File: src/rtl/bin2bcd_seq_hs.sv
// Sequential binary to packed-BCD converter (double dabble, one bit per cycle).
// Handles unsigned or two's-complement input; reports sign, overflow and digit count.
module bin2bcd_seq_hs #(
  parameter int BIN_W  = 32,
  parameter int DIGITS = 10
) (
  input  logic                         clk,
  input  logic                         rst,
  input  logic                         in_valid,
  output logic                         in_ready,
  input  logic [BIN_W-1:0]             in_data,
  input  logic                         in_signed,
  output logic                         out_valid,
  input  logic                         out_ready,
  output logic [4*DIGITS-1:0]          out_bcd,
  output logic                         out_neg,
  output logic                         out_ovf,
  output logic [$clog2(DIGITS+1)-1:0]  out_ndigits
);

  localparam int AW = 4 * DIGITS;
  localparam int CW = $clog2(BIN_W + 1);
  localparam int NW = $clog2(DIGITS + 1);

  typedef enum logic [1:0] {
    S_IDLE,
    S_SHIFT,
    S_FINAL,
    S_DONE
  } state_t;

  state_t          state_q, state_d;
  logic [BIN_W-1:0] mag_q, mag_d;
  logic [AW-1:0]   acc_q, acc_d;
  logic [CW-1:0]   cnt_q, cnt_d;
  logic            neg_q, neg_d;
  logic            ovf_q, ovf_d;
  logic            ov_q, ov_d;
  logic [AW-1:0]   ob_q, ob_d;
  logic            on_q, on_d;
  logic            oo_q, oo_d;
  logic [NW-1:0]   nd_q, nd_d;

  logic [AW-1:0]   acc_adj;
  logic [NW-1:0]   nd_calc;
  logic            in_neg;

  assign in_ready    = (state_q == S_IDLE);
  assign out_valid   = ov_q;
  assign out_bcd     = ob_q;
  assign out_neg     = on_q;
  assign out_ovf     = oo_q;
  assign out_ndigits = nd_q;

  assign in_neg = in_signed & in_data[BIN_W-1];

  always_comb begin
    acc_adj = acc_q;
    for (int i = 0; i < DIGITS; i++) begin
      if (acc_q[4*i +: 4] >= 4'd5)
        acc_adj[4*i +: 4] = acc_q[4*i +: 4] + 4'd3;
    end
  end

  // Highest nonzero digit decides the count; zero still shows one digit.
  always_comb begin
    nd_calc = NW'(1);
    for (int i = 0; i < DIGITS; i++) begin
      if (acc_q[4*i +: 4] != 4'd0)
        nd_calc = NW'(i + 1);
    end
    if (ovf_q)
      nd_calc = NW'(DIGITS);
  end

  always_comb begin
    state_d = state_q;
    mag_d   = mag_q;
    acc_d   = acc_q;
    cnt_d   = cnt_q;
    neg_d   = neg_q;
    ovf_d   = ovf_q;
    ov_d    = ov_q;
    ob_d    = ob_q;
    on_d    = on_q;
    oo_d    = oo_q;
    nd_d    = nd_q;
    unique case (state_q)
      S_IDLE: begin
        if (in_valid) begin
          mag_d   = in_neg ? (BIN_W'(0) - in_data) : in_data;
          neg_d   = in_neg;
          acc_d   = '0;
          ovf_d   = 1'b0;
          cnt_d   = CW'(BIN_W);
          state_d = S_SHIFT;
        end
      end
      S_SHIFT: begin
        acc_d = {acc_adj[AW-2:0], mag_q[BIN_W-1]};
        mag_d = {mag_q[BIN_W-2:0], 1'b0};
        ovf_d = ovf_q | acc_adj[AW-1];
        cnt_d = cnt_q - CW'(1);
        if (cnt_q == CW'(1))
          state_d = S_FINAL;
      end
      S_FINAL: begin
        ob_d    = acc_q;
        on_d    = neg_q;
        oo_d    = ovf_q;
        nd_d    = nd_calc;
        ov_d    = 1'b1;
        state_d = S_DONE;
      end
      S_DONE: begin
        if (out_ready) begin
          ov_d    = 1'b0;
          state_d = S_IDLE;
        end
      end
      default: state_d = S_IDLE;
    endcase
  end

  always_ff @(posedge clk or posedge rst) begin
    if (rst) begin
      state_q <= S_IDLE;
      mag_q   <= '0;
      acc_q   <= '0;
      cnt_q   <= '0;
      neg_q   <= 1'b0;
      ovf_q   <= 1'b0;
      ov_q    <= 1'b0;
      ob_q    <= '0;
      on_q    <= 1'b0;
      oo_q    <= 1'b0;
      nd_q    <= '0;
    end else begin
      state_q <= state_d;
      mag_q   <= mag_d;
      acc_q   <= acc_d;
      cnt_q   <= cnt_d;
      neg_q   <= neg_d;
      ovf_q   <= ovf_d;
      ov_q    <= ov_d;
      ob_q    <= ob_d;
      on_q    <= on_d;
      oo_q    <= oo_d;
      nd_q    <= nd_d;
    end
  end

endmodule

File: config.mk
export PLATFORM = sky130hd
export DESIGN_NAME = bin2bcd_seq_hs
export DESIGN_NICKNAME = d
export VERILOG_FILES = /design/src/rtl/bin2bcd_seq_hs.sv
export SDC_FILE = /design/constraint.sdc
export NUM_CORES = 1
export LEC_CHECK = 0
export ABC_AREA = 1
export CORE_ASPECT_RATIO = 1.2
export CORE_MARGIN = 3
export CORE_UTILIZATION = 45
export DETAILED_ROUTE_END_ITERATION = 10
export PLACE_DENSITY = 0.66
export REMOVE_ABC_BUFFERS = 1
export SYNTH_ARGS = -nofsm -noshare
export SYNTH_HDL_FRONTEND = slang
export SYNTH_SLANG_ARGS = --single-unit
export TNS_END_PERCENT = 30
File: constraint.sdc
create_clock -name clk -period 6.7 [get_ports clk]
set_input_delay 2.01 -clock clk [delete_from_list [all_inputs] [get_ports clk]]
set_output_delay 2.01 -clock clk [all_outputs]
set_load 0.03 [all_outputs]
# After elaboration in Yosys (flattened, before gate mapping)
# Index checks and enable logic that the tools add are counted.
[word_totals] latch_bits=0 inputBits=37 word_cells=93 regBits=129 mem_bits_ro=0 output_inout_bits=48 ram_bits=0 mem_count=0
[op_classes] n_addsub=12 n_div=0 muxes=35 mul=0 n_bitwise=2 n_lt_le_gt_ge=10 eq_ne=7 n_shift=0 reduce_logical=16
[op_table] operator="one-hot mux 40 bit (2 select lines)" count=1
[op_table] operator="two-way mux 4 bit" count=19
[op_table] operator="two-way mux 32 bit" count=2
[op_table] operator="one-hot mux 32 bit (2 select lines)" count=1
[op_table] operator="adder 4 x 2 -> 4 bit, second input constant" count=10
[op_table] operator="greater-or-equal comparator 4 x 3 -> 1 bit, second input constant" count=10
[op_table] operator="two-way mux 40 bit" count=1
[op_table] operator="nonzero test 4 bit" count=9
[op_table] operator="subtractor 1 x 32 -> 32 bit, first input constant" count=1
[op_table] operator="one-hot mux 6 bit (2 select lines)" count=1
[op_table] operator="two-way mux 2 bit" count=4
[op_table] operator="one-hot mux 2 bit (4 select lines)" count=1
[op_table] operator="equality test 6 x 1 -> 1 bit, second input constant" count=1
[op_table] operator="two-way mux 6 bit" count=1
[op_table] operator="!= test 2 bit, second input constant" count=3
[op_table] operator="AND reduction 2 bit" count=3
[op_table] operator="subtractor 6 x 1 -> 6 bit, second input constant" count=1
[op_table] operator="equality test 2 bit, second input constant" count=2
[op_table] operator="one-hot mux 1 bit (2 select lines)" count=2
[op_table] operator="nonzero test 2 bit" count=2
[op_table] operator="AND reduction 3 bit" count=1
[op_table] operator="equality test 2 x 1 -> 1 bit, second input constant" count=1
[op_table] operator="logical NOT 2 bit" count=1
[op_table] operator="two-way mux 1 bit" count=2
[op_table] operator="other kinds (2)" count=2

# Logic depth before layout (Yosys ltp)
# Gate-level depths: netlist of the first run.
[depth] ltp_word=11 ltp_mapped=13 mapped_depth_nobuf=13

# Worst setup path after synthesis of the first run
# Ideal clock, no wire load.
[synth_path] path_kind="input port to flip-flop" from="input port in_data[0]" to="register mag_q[28]" arrival_ns=2.960 n_path_buf=0 path_slack_ns=3.623 setup_time_ns=0.116 stages=11 t_required_ns=6.584 path_cell_list="inv_1 -> ha_1 -> nand2_1 -> nor2_4 -> nand2_1 -> nand2_4 -> nand4_1 -> nand2_1 -> nand2_1 -> nand2_1 -> nand2_1"
[synth_via] elab_chain_len=4
[synth_rtl] element="start: declaration" line="11" source="input logic [BIN_W-1:0] in_data,"
[synth_rtl] element="subtractor 1 x 32 -> 32 bit" line="91" source="mag_d = in_neg ? (BIN_W'(0) - in_data) : in_data;"
[synth_rtl] element="two-way mux 32 bit" line="91"
[synth_rtl] element="two-way mux 32 bit" line="90" source="if (in_valid) begin"
[synth_rtl] element="one-hot mux 32 bit (2 select lines)" line="88" source="unique case (state_q)"
[synth_rtl] element="end signal: assignment" line="140" source="mag_q <= mag_d;"
[synth_rtl] element="end: declaration" line="33" source="logic [BIN_W-1:0] mag_q, mag_d;"
# Every way passes these cells. The select of a mux whose other input is x is not followed.
# A chain may end at the register's enable or synchronous reset.

# Worst setup path in the final report of the first run
[layout_path] from="input port in_valid" to="register mag_q[30]"
[layout_via] elab_chain_len=2
[layout_rtl] element="start: declaration" line="9" source="input logic in_valid,"
[layout_rtl] element="!= test 2 bit (no source line)"
[layout_rtl] element="AND reduction 2 bit (no source line)"
# Every way passes these cells.

==> summary.md, run 1 <==
| Metric | Value |
|---|---|
| Clock transition at the registers of the reported paths | `0.06 ns` |
| Count of final hold-check violations | `0` |
| Sequential element share of the synthesized area | `44.87%` |
| Switching power as a share of total power | `38.08%` |
| Wire length of the first global-routing pass | `28260 um` |
| Diodes inserted | `0` |
| Status | `completed` |
| Number of buffers inserted by post-CTS setup repair | `0` |
| RSZ-0062 raised after global routing | `false` |
| Worst IR Drop VDD | `0.2069 mV` |
| Fraction of power consumed by sequential logic | `34.3%` |
| Relative contribution of combinational cells to total power | `36.3%` |
| Clock root buffer | `sky130_fd_sc_hd__clkbuf_16` |
| Per-instance average area after synthesis | `7.629 um^2` |
| Detailed router's first-iteration violation count | `308` |
| Half-perimeter wire length of the detailed placement result | `11500 um` |
| Fill count | `1495` |
| Count of non-filler cells in the finished layout | `1239` |
| Via density per instance | `5.048` |
| Total congestion overflow after global routing | `0` |
| Start-to-end type of the worst setup path | `in2reg` |
| Layout Area Growth over Synthesis | `21.93%` |
| CP required | `6.99 ns` |
| Die Span Y | `144.5 um` |
| DRC viols | `0` |
| Port buffer count | `84` |
| Number of vias after detailed routing | `6254` |
| CTS tree | `done` |
| Clock latency on the worst-skew pair | `0.41 ns` |
| Max Cap Violations | `0` |
| Share of the cycle needed by the critical path after routing | `60.97%` |
| Number of hold buffers added after CTS | `0` |
| Arrival time of the worst setup path | `4.38 ns` |
| Max Buffers Root-to-Sink | `2` |
| Number of nets in the final layout | `1083` |
| Crit-path slowest cell | `sky130_fd_sc_hd__nand2_1` |
| Number of sinks handled by clock tree synthesis | `129` |
| FF+latch count, synth | `129` |
| Largest net degree at the start of global routing | `68` |
| Number of top-level pins | `85` |
| Pleak | `0.004213 uW` |
| Routed wire length per instance | `13.02 um` |
| Initial antenna violation count | `0` |
| Post-route ant nets | `0` |
| Power density relative to cell area | `348.6 mW/mm^2` |
| Cell row count | `50` |
| Yosys warnings | `0` |
| Final GP Congestion | `0.8546` |
| Number of buffers created by CTS | `17` |
| DP Cell Count | `1207` |
| Critical path fanouts, max | `23` |
| Startpoint type of the worst setup path | `input pin` |
| Combined global-route utilization of all metal layers | `19.63%` |
| Clock power frac | `29.4%` |
| Transition time of the tightest slew-check pin | `0.9146 ns` |
| Final critical-path required period | `4.085 ns` |
| Worst max-slew margin expressed relative to the limit | `38.88%` |
| NetSw | `1165 uW` |
| Post-cts resize count | `0` |
| CP cell instances | `clkdlybuf4s50_1 -> inv_1 -> nand2_1 -> nand2_1 -> inv_1 -> a22o_1 -> inv_1 -> nand2_1` |
| Die area | `0.01755 mm^2` |
| Type of the tightest min-delay check | `reg2reg` |
| Type of element capturing the critical path | `flip-flop` |
| Highest attainable clock frequency | `244.8 MHz` |
| Core Box Area | `0.01564 mm^2` |
| Total wirelength of the detailed-routed design | `16130 um` |
| CTS H-tree depth | `4` |
| Horizontal die dimension | `121.4 um` |
| Final Max Slew Viols | `0` |
| Number of unique standard cell types used by synthesis | `36` |
| Max stage delay on crit path | `0.68 ns` |
| Initial Utilization | `46.00%` |
| Maximum clock skew at final layout | `0.007759 ns` |
| Setup TNS | `0 ns` |
| Via count of the first global-routing pass | `6004` |
| Pre-antenna DRT Iters | `4` |
| Total of endpoints with negative setup slack in the final report | `0` |
| Fraction of layout instances using a drive strength above 1 | `7.274%` |
| Cell area after synthesis | `0.007194 mm^2` |
| Cells after Synth | `943` |
| Internal power | `1893 uW` |
## through the flow
| stage | util (%) | total power, uW | hold WS (ns) | cell area, um^2 | setup slack, ns |
|---|---|---|---|---|---|
| finish | 56.09 | 3058 | 0.4709 | 8772 | 2.615 |
| global route | 56.09 | 3297 | 0.4961 | 8772 | 2.457 |
| CTS | 56.09 | 3090 | 0.4800 | 8772 | 2.613 |
| detailed placement | 52.36 | 2174 | 0.4653 | 8189 | 2.179 |
| global placement | 52.36 | 2165 | 0.4581 | 8189 | 2.178 |
| floorplan | - | 1818 | 0.4491 | 7041 | 1.249 |
## cell usage after synthesis, drive strengths merged
master	instances	area share (%)
nor2	96	5.5
xor2	9	1.1
o22ai	21	1.8
o21ai	107	7.5
buf	18	1.4
o21bai	1	0.16
nand3b	2	0.21
nand4	14	1.2
nor3	2	0.14
o211ai	10	1.0
a21oi	60	4.2
dfrtp	129	45
nand3	61	4.6
o2bb2ai	1	0.12
clkbuf	15	0.78
o32ai	1	0.12
inv	112	5.8
ha	28	4.9
o31ai	1	0.10
or2	14	1.2
a22oi	1	0.10
a22o	2	0.24
nand2	237	13
a31oi	1	0.087
## registers in the layout, summed over array words and instances, names as in the netlist
name and cells:
ovf_q 1, neg_q 1, out_bcd 40, acc_q 40, out_ovf 1, out_ndigits 4
out_valid 1, mag_q 32, state_q 2, cnt_q 6, out_neg 1
## power groups by stage
| stage | clock, uW | combinational, uW | sequential, uW |
|---|---|---|---|
| 6_report | 901 | 1110 | 1050 |
| 5_1_grt | 958 | 1270 | 1070 |
| 4_1_cts | 919 | 1120 | 1050 |
| 3_5_place_dp | 0 | 1110 | 1060 |
| 3_3_place_gp | 0 | 1110 | 1060 |
| 2_1_floorplan | 0 | 717 | 1100 |
## logic make-up after synthesis
family / count (synthesis) / share of synthesized area [%]
AND/OR/NAND/NOR: 426 / 25.70
AO/OA/AOI/OAI: 206 / 15.48
buffers and inverters: 145 / 7.983
flip-flops: 129 / 44.87
adder cells (fa/ha/maj): 28 / 4.870
XOR/XNOR: 9 / 1.096
## layer usage
layer | GRT usage, % | vias to the layer above | wire [um]
met5 | 0 | - | 0
met1 | 25.77 | 2869 | 7380
met3 | 2.739 | 21 | 643
met4 | 6.195 | 0 | 252
met2 | 33.71 | 135 | 7856
li1 | - | 3229 | -
## layout by cell type (no fill, tap or decap), drive strengths merged
master,n
or2,14
dfrtp,129
o2bb2ai,1
nand3b,2
clkdlybuf4s50,84
inv,112
a21oi,60
buf,5
o31ai,1
a22oi,1
clkbuf,22
o22ai,21
nor3,2
nor2,96
a22o,2
bufinv,2
clkinvlp,2
xor2,9
a31oi,1
o32ai,1
nand3,61
nand2,237
o21ai,107
ha,28
o211ai,10
clkinv,6
o21bai,1
nand4,14
## final timing paths
path	from	to	slack [ns]	cells after the start
max reg2reg	state_q[1]	mag_q[30]	3.73	9
min in group asynchronous	rst	out_bcd[18]	2.09	2
max in group asynchronous	rst	mag_q[30]	3.65	3
max	in_valid	mag_q[30]	2.62	8
min	out_neg	out_neg	0.47	2
min reg2reg	out_neg	out_neg	0.47	2
## area by class of cell
| class | count | area [um^2] | share of cell area, % |
|---|---|---|---|
| tap | 208 | 260.3 | 2.967 |
| sequential | 129 | 3228 | 36.80 |
| clock inverter | 10 | 108.9 | 1.241 |
| inverter | 112 | 422.9 | 4.821 |
| timing repair buffer | 89 | 878.3 | 10.01 |
| multi-input combinational | 669 | 3400 | 38.75 |
| clock buffer | 22 | 474.2 | 5.406 |
## worst max-delay path, delay by kind of cell
kind | cells | cell delay [ns]
AOI/OAI and AO/OA | 1 | 0.35
buffers and inverters | 4 | 1.23
and+or+nand+nor | 3 | 0.78
Note: power is estimated with default switching activity, not from simulation.
==> run 2, diff against run 1 <==
==> constraint.sdc (replaced) <==
create_clock -name clk -period 4.2 [get_ports clk]
set_input_delay 1.26 -clock clk [delete_from_list [all_inputs] [get_ports clk]]
set_output_delay 1.26 -clock clk [all_outputs]
set_load 0.03 [all_outputs]
==> summary.md, run 2 (same netlist as run 1, synthesis figures left out) <==
| Metric | Value |
|---|---|
| Status | `completed` |
| Share of the cycle needed by the critical path after routing | `77.46%` |
| Clock latency on the worst-skew pair | `0.41 ns` |
| Worst max-slew margin expressed relative to the limit | `45.92%` |
| Clock root buffer | `sky130_fd_sc_hd__clkbuf_16` |
| Total of endpoints with negative setup slack in the final report | `0` |
| Diodes inserted | `0` |
| Pre-antenna DRT Iters | `4` |
| Number of buffers created by CTS | `17` |
| Final GP Congestion | `0.8632` |
| Type of the tightest min-delay check | `reg2reg` |
| Largest net degree at the start of global routing | `75` |
| Placed standard-cell area | `0.008209 mm^2` |
| Port buffer count | `84` |
| CP required | `2.94 ns` |
| Clock transition at the registers of the reported paths | `0.05 ns` |
| Number of sinks handled by clock tree synthesis | `129` |
| Final Max Slew Viols | `0` |
| Total wirelength of the detailed-routed design | `16500 um` |
| Die Span Y | `144.5 um` |
| Total congestion overflow after global routing | `0` |
| Half-perimeter wire length of the detailed placement result | `11390 um` |
| Final critical-path required period | `3.253 ns` |
| Initial antenna violation count | `0` |
| RSZ-0062 raised after global routing | `false` |
| Start-to-end type of the worst setup path | `reg2out` |
| Number of nets in the final layout | `1084` |
| Number of hold buffers added after CTS | `0` |
| Die area | `0.01755 mm^2` |
| Fraction of layout instances using a drive strength above 1 | `7.004%` |
| Worst IR Drop VDD | `0.3199 mV` |
| CTS tree | `done` |
| Via count of the first global-routing pass | `6064` |
| Horizontal die dimension | `121.4 um` |
| Worst setup slack before clock tree synthesis | `0.9488 ns` |
| CTS H-tree depth | `4` |
| Startpoint type of the worst setup path | `flip-flop` |
| Core Box Area | `0.01564 mm^2` |
| Arrival time of the worst setup path | `1.99 ns` |
| DRC viols | `0` |
| Power density relative to cell area | `558.8 mW/mm^2` |
| Post-cts resize count | `0` |
| Post-route ant nets | `0` |
| Critical path fanouts, max | `5` |
| Number of vias after detailed routing | `6252` |
| Wire length of the first global-routing pass | `28400 um` |
| Max Buffers Root-to-Sink | `2` |
| DP Cell Count | `1208` |
| Pleak | `0.004210 uW` |
| Fin worst setup slack | `0.9465 ns` |
| Routed wire length per instance | `13.35 um` |
| Layout Area Growth over Synthesis | `22.00%` |
| Initial Utilization | `46.00%` |
| Transition time of the tightest slew-check pin | `0.8103 ns` |
| Maximum clock skew at final layout | `0.008071 ns` |
| Via density per instance | `5.058` |
| Post-Route Utilization | `56.12%` |
| Most common library cell in the layout ignoring fill and taps | `sky130_fd_sc_hd__nand2_1` |
| Highest-count cells in the layout ignoring fill and taps | `sky130_fd_sc_hd__nand2_1 (229), sky130_fd_sc_hd__dfrtp_1 (129), sky130_fd_sc_hd__inv_1 (104), sky130_fd_sc_hd__o21ai_0 (96), sky130_fd_sc_hd__nor2_1 (91)` |
| Count of final hold-check violations | `0` |
| Type of element capturing the critical path | `output port` |
| Max Cap Violations | `0` |
| Number of top-level pins | `85` |
| Number of buffers inserted by post-CTS setup repair | `0` |
| Combined global-route utilization of all metal layers | `19.94%` |
| Cell row count | `50` |
| Detailed router's first-iteration violation count | `345` |
| Count of non-filler cells in the finished layout | `1236` |
| Final Hold Slack | `0.4726 ns` |
| Highest attainable clock frequency | `307.4 MHz` |
| Final non-filler cell area | `0.008777 mm^2` |
## run 2: changes by cell type in the layout (fill, tap and decap cells not counted), sizes merged
| cell | change |
|---|---|
| clkbuf | +1 |
| buf | +1 |
| clkinv | -5 |
## run 2: path summary, 6_finish.rpt
path | from | end | slack (ns) | cells past startpoint
min | out_neg | out_neg | 0.47 | 2
min in group asynchronous | rst | out_bcd[3] | 1.19 | 2
max in group asynchronous | rst | acc_q[14] | 2.30 | 3
min reg2reg | out_neg | out_neg | 0.47 | 2
max | state_q[0] | in_ready | 0.95 | 3
max reg2reg | state_q[1] | mag_q[30] | 1.49 | 8
## run 2: final cells by class
cell class	instances	area (um^2)
Clock buffer	23	488.0
Clock inverter	5	80.08
Fill cell	1496	6863
Inverter	112	422.9
Multi-Input combinational cell	669	3400
Sequential cell	129	3228
Tap cell	208	260.3
Timing Repair Buffer	90	898.4
## run 2: routing by layer
metal / global-route usage [%] / vias up / share of wire (%)
met3: 3.991 / 14 / 3.9
met4: 5.369 / 0 / 0.98
met1: 25.49 / 2894 / 46
li1: - / 3231 / -
met5: 0 / - / 0
met2: 34.56 / 113 / 49
## run 2: stage by stage
step | setup TNS, ns | power (uW)
finish | 0 | 4905
global route | 0 | 5282
CTS | 0 | 4949
detailed placement | 0 | 3496
global placement | 0 | 3470
floorplan | -64.63 | 2900
## run 2: power breakdown
group / internal (uW) / switching [uW] / leakage (uW)
Sequential: 1530 / 153 / 0.00170
Combinational: 586 / 1210 / 0.00224
Clock: 922 / 510 / 0.000273
Total: 3030 / 1870 / 0.00421
## run 2: worst max-delay path, cell delays in order, from the launching register on
cell                              delay [ns]
sky130_fd_sc_hd__dfrtp_1                0.40
sky130_fd_sc_hd__inv_1                  0.11
sky130_fd_sc_hd__ha_1                   0.34
sky130_fd_sc_hd__clkdlybuf4s50_1        0.73
==> run 3, diff against run 2 <==
==> constraint.sdc (replaced) <==
create_clock -name clk -period 3 [get_ports clk]
set_input_delay 0.9 -clock clk [delete_from_list [all_inputs] [get_ports clk]]
set_output_delay 0.9 -clock clk [all_outputs]
set_load 0.03 [all_outputs]
==> summary.md, run 3 (same netlist as run 1, synthesis figures left out) <==
| Metric | Value |
|---|---|
| Clock transition at the registers of the reported paths | `0.06 ns` |
| Post-cts resize count | `0` |
| Number of hold buffers added after CTS | `0` |
| CP cell instances | `inv_1 -> ha_1 -> clkdlybuf4s50_1` |
| CTS tree | `done` |
| Placed standard-cell area | `0.008319 mm^2` |
| Horizontal die dimension | `121.4 um` |
| Port buffer count | `84` |
| NetSw | `2666 uW` |
| Final GP Congestion | `0.8841` |
| Highest-count cells in the layout ignoring fill and taps | `sky130_fd_sc_hd__nand2_1 (229), sky130_fd_sc_hd__dfrtp_1 (129), sky130_fd_sc_hd__inv_1 (104), sky130_fd_sc_hd__o21ai_0 (96), sky130_fd_sc_hd__nor2_1 (91)` |
| CP required | `2.10 ns` |
| Total congestion overflow after global routing | `0` |
| Type of element capturing the critical path | `output port` |
| Clock latency on the worst-skew pair | `0.42 ns` |
| CTS H-tree depth | `4` |
| Via count of the first global-routing pass | `6016` |
| Combined global-route utilization of all metal layers | `19.61%` |
| Count of final hold-check violations | `0` |
| Critical path fanouts, max | `5` |
| Layout Area Growth over Synthesis | `24.09%` |
| Maximum clock skew at final layout | `0.006531 ns` |
| Met2 layer wire length in the routed design | `7803 um` |
| Fraction of layout instances using a drive strength above 1 | `7.981%` |
| Flop-to-flop setup slack | `0.95 ns` |
| Via density per instance | `5.065` |
| Type of the tightest min-delay check | `reg2reg` |
| Start-to-end type of the worst setup path | `reg2out` |
| Post-Route M1 WL | `7557 um` |
| Number of vias after detailed routing | `6321` |
| Number of buffers inserted by post-CTS setup repair | `0` |
| Pleak | `0.004278 uW` |
| Relative contribution of combinational cells to total power | `37.3%` |
| Half-perimeter wire length of the detailed placement result | `11640 um` |
| DRC viols | `0` |
| Transition time of the tightest slew-check pin | `0.4335 ns` |
| Post-layout power | `7092 uW` |
| Detailed router's first-iteration violation count | `343` |
| Count of non-filler cells in the finished layout | `1248` |
| DP Cell Count | `1216` |
| Worst max-slew margin expressed relative to the limit | `71.06%` |
| Post-route ant nets | `0` |
| Clock power frac | `29.7%` |
| WL met3 | `689 um` |
| Initial antenna violation count | `0` |
| Largest net degree at the start of global routing | `56` |
| Crit-path slowest cell | `sky130_fd_sc_hd__clkdlybuf4s50_1` |
| Total wirelength of the detailed-routed design | `16240 um` |
| Total of endpoints with negative setup slack in the final report | `0` |
| Share of the cycle needed by the critical path after routing | `97.33%` |
| Max stage delay on crit path | `0.74 ns` |
| Max Buffers Root-to-Sink | `2` |
| Initial Utilization | `46.00%` |
| Diodes inserted | `0` |
| RSZ-0062 raised after global routing | `false` |
| Highest attainable clock frequency | `342.5 MHz` |
| Number of nets in the final layout | `1092` |
| Power density relative to cell area | `794.5 mW/mm^2` |
| Startpoint type of the worst setup path | `flip-flop` |
| Uppermost signal routing layer after detailed routing | `met4` |
| Pre-antenna DRT Iters | `5` |
| Number of buffers created by CTS | `17` |
| Max Cap Violations | `0` |
| Internal power | `4426 uW` |
| Arrival time of the worst setup path | `2.02 ns` |
| Die area | `0.01755 mm^2` |
| Die Span Y | `144.5 um` |
| Final critical-path required period | `2.920 ns` |
| Core Box Area | `0.01564 mm^2` |
| Number of top-level pins | `85` |
| Final Max Slew Viols | `0` |
| Fin worst setup slack | `0.07996 ns` |
| Worst setup slack before clock tree synthesis | `0.4182 ns` |
| Number of sinks handled by clock tree synthesis | `129` |
| Most common library cell in the layout ignoring fill and taps | `sky130_fd_sc_hd__nand2_1` |
| Worst IR Drop VDD | `0.5267 mV` |
| Status | `completed` |
| Switching power as a share of total power | `37.60%` |
| Routed wire length per instance | `13.02 um` |
| Final non-filler cell area | `0.008927 mm^2` |
| Clock root buffer | `sky130_fd_sc_hd__clkbuf_16` |
| Wire length of the first global-routing pass | `27930 um` |
| Fraction of power consumed by sequential logic | `33.0%` |
| Cell row count | `50` |
[run 3: path summary, 6_finish.rpt]
path / startpoint / to / depth (start not counted)
worst max-delay path: state_q[0] / in_ready / 3
min in group asynchronous: rst / out_bcd[18] / 2
worst min-delay path: out_neg / out_neg / 2
worst min register to register: out_neg / out_neg / 2
max in group asynchronous: rst / ovf_q / 3
worst max register to register: state_q[0] / cnt_q[4] / 8
[run 3: per-stage QoR]
step | setup TNS [ns] | utilization [%] | hold WS (ns)
6_report | 0 | 57.08 | 0.4721
5_1_grt | 0 | 57.08 | 0.4981
4_1_cts | 0 | 57.08 | 0.4801
3_5_place_dp | 0 | 53.19 | 0.4658
3_3_place_gp | 0 | 53.19 | 0.4641
2_1_floorplan | -199.83 | - | 0.4491
[run 3: worst max-delay path, delay by kind of cell (launching register included)]
| family | cells | cell delay (ns) |
|---|---|---|
| buf+inv | 2 | 0.85 |
| fa+ha+maj | 1 | 0.34 |
| flops | 1 | 0.40 |
[run 3: routing by layer]
| layer | up-vias | GRT usage (%) |
|---|---|---|
| met5 | - | 0 |
| met4 | 0 | 6.136 |
| met3 | 19 | 4.147 |
| met2 | 126 | 33.77 |
| met1 | 2918 | 24.80 |
| li1 | 3258 | - |
[run 3: power groups by stage]
stage | Clock (uW) | Combinational, uW | Sequential, uW
after CTS | 2150 | 2670 | 2340
after detailed placement | 0 | 2660 | 2370
after global routing | 2240 | 3000 | 2380
final | 2110 | 2640 | 2340
after global placement | 0 | 2620 | 2360
after floorplan | 0 | 1600 | 2460
[run 3: area by class of cell]
class / instances / area [um^2]
fillers: 1493 / 6713
multi-input cells: 669 / 3400
flip-flops and latches: 129 / 3228
repair buffers: 98 / 1008
clock buffers: 23 / 478.0
inverters: 112 / 422.9
well taps: 208 / 260.3
clock inverters: 9 / 130.1
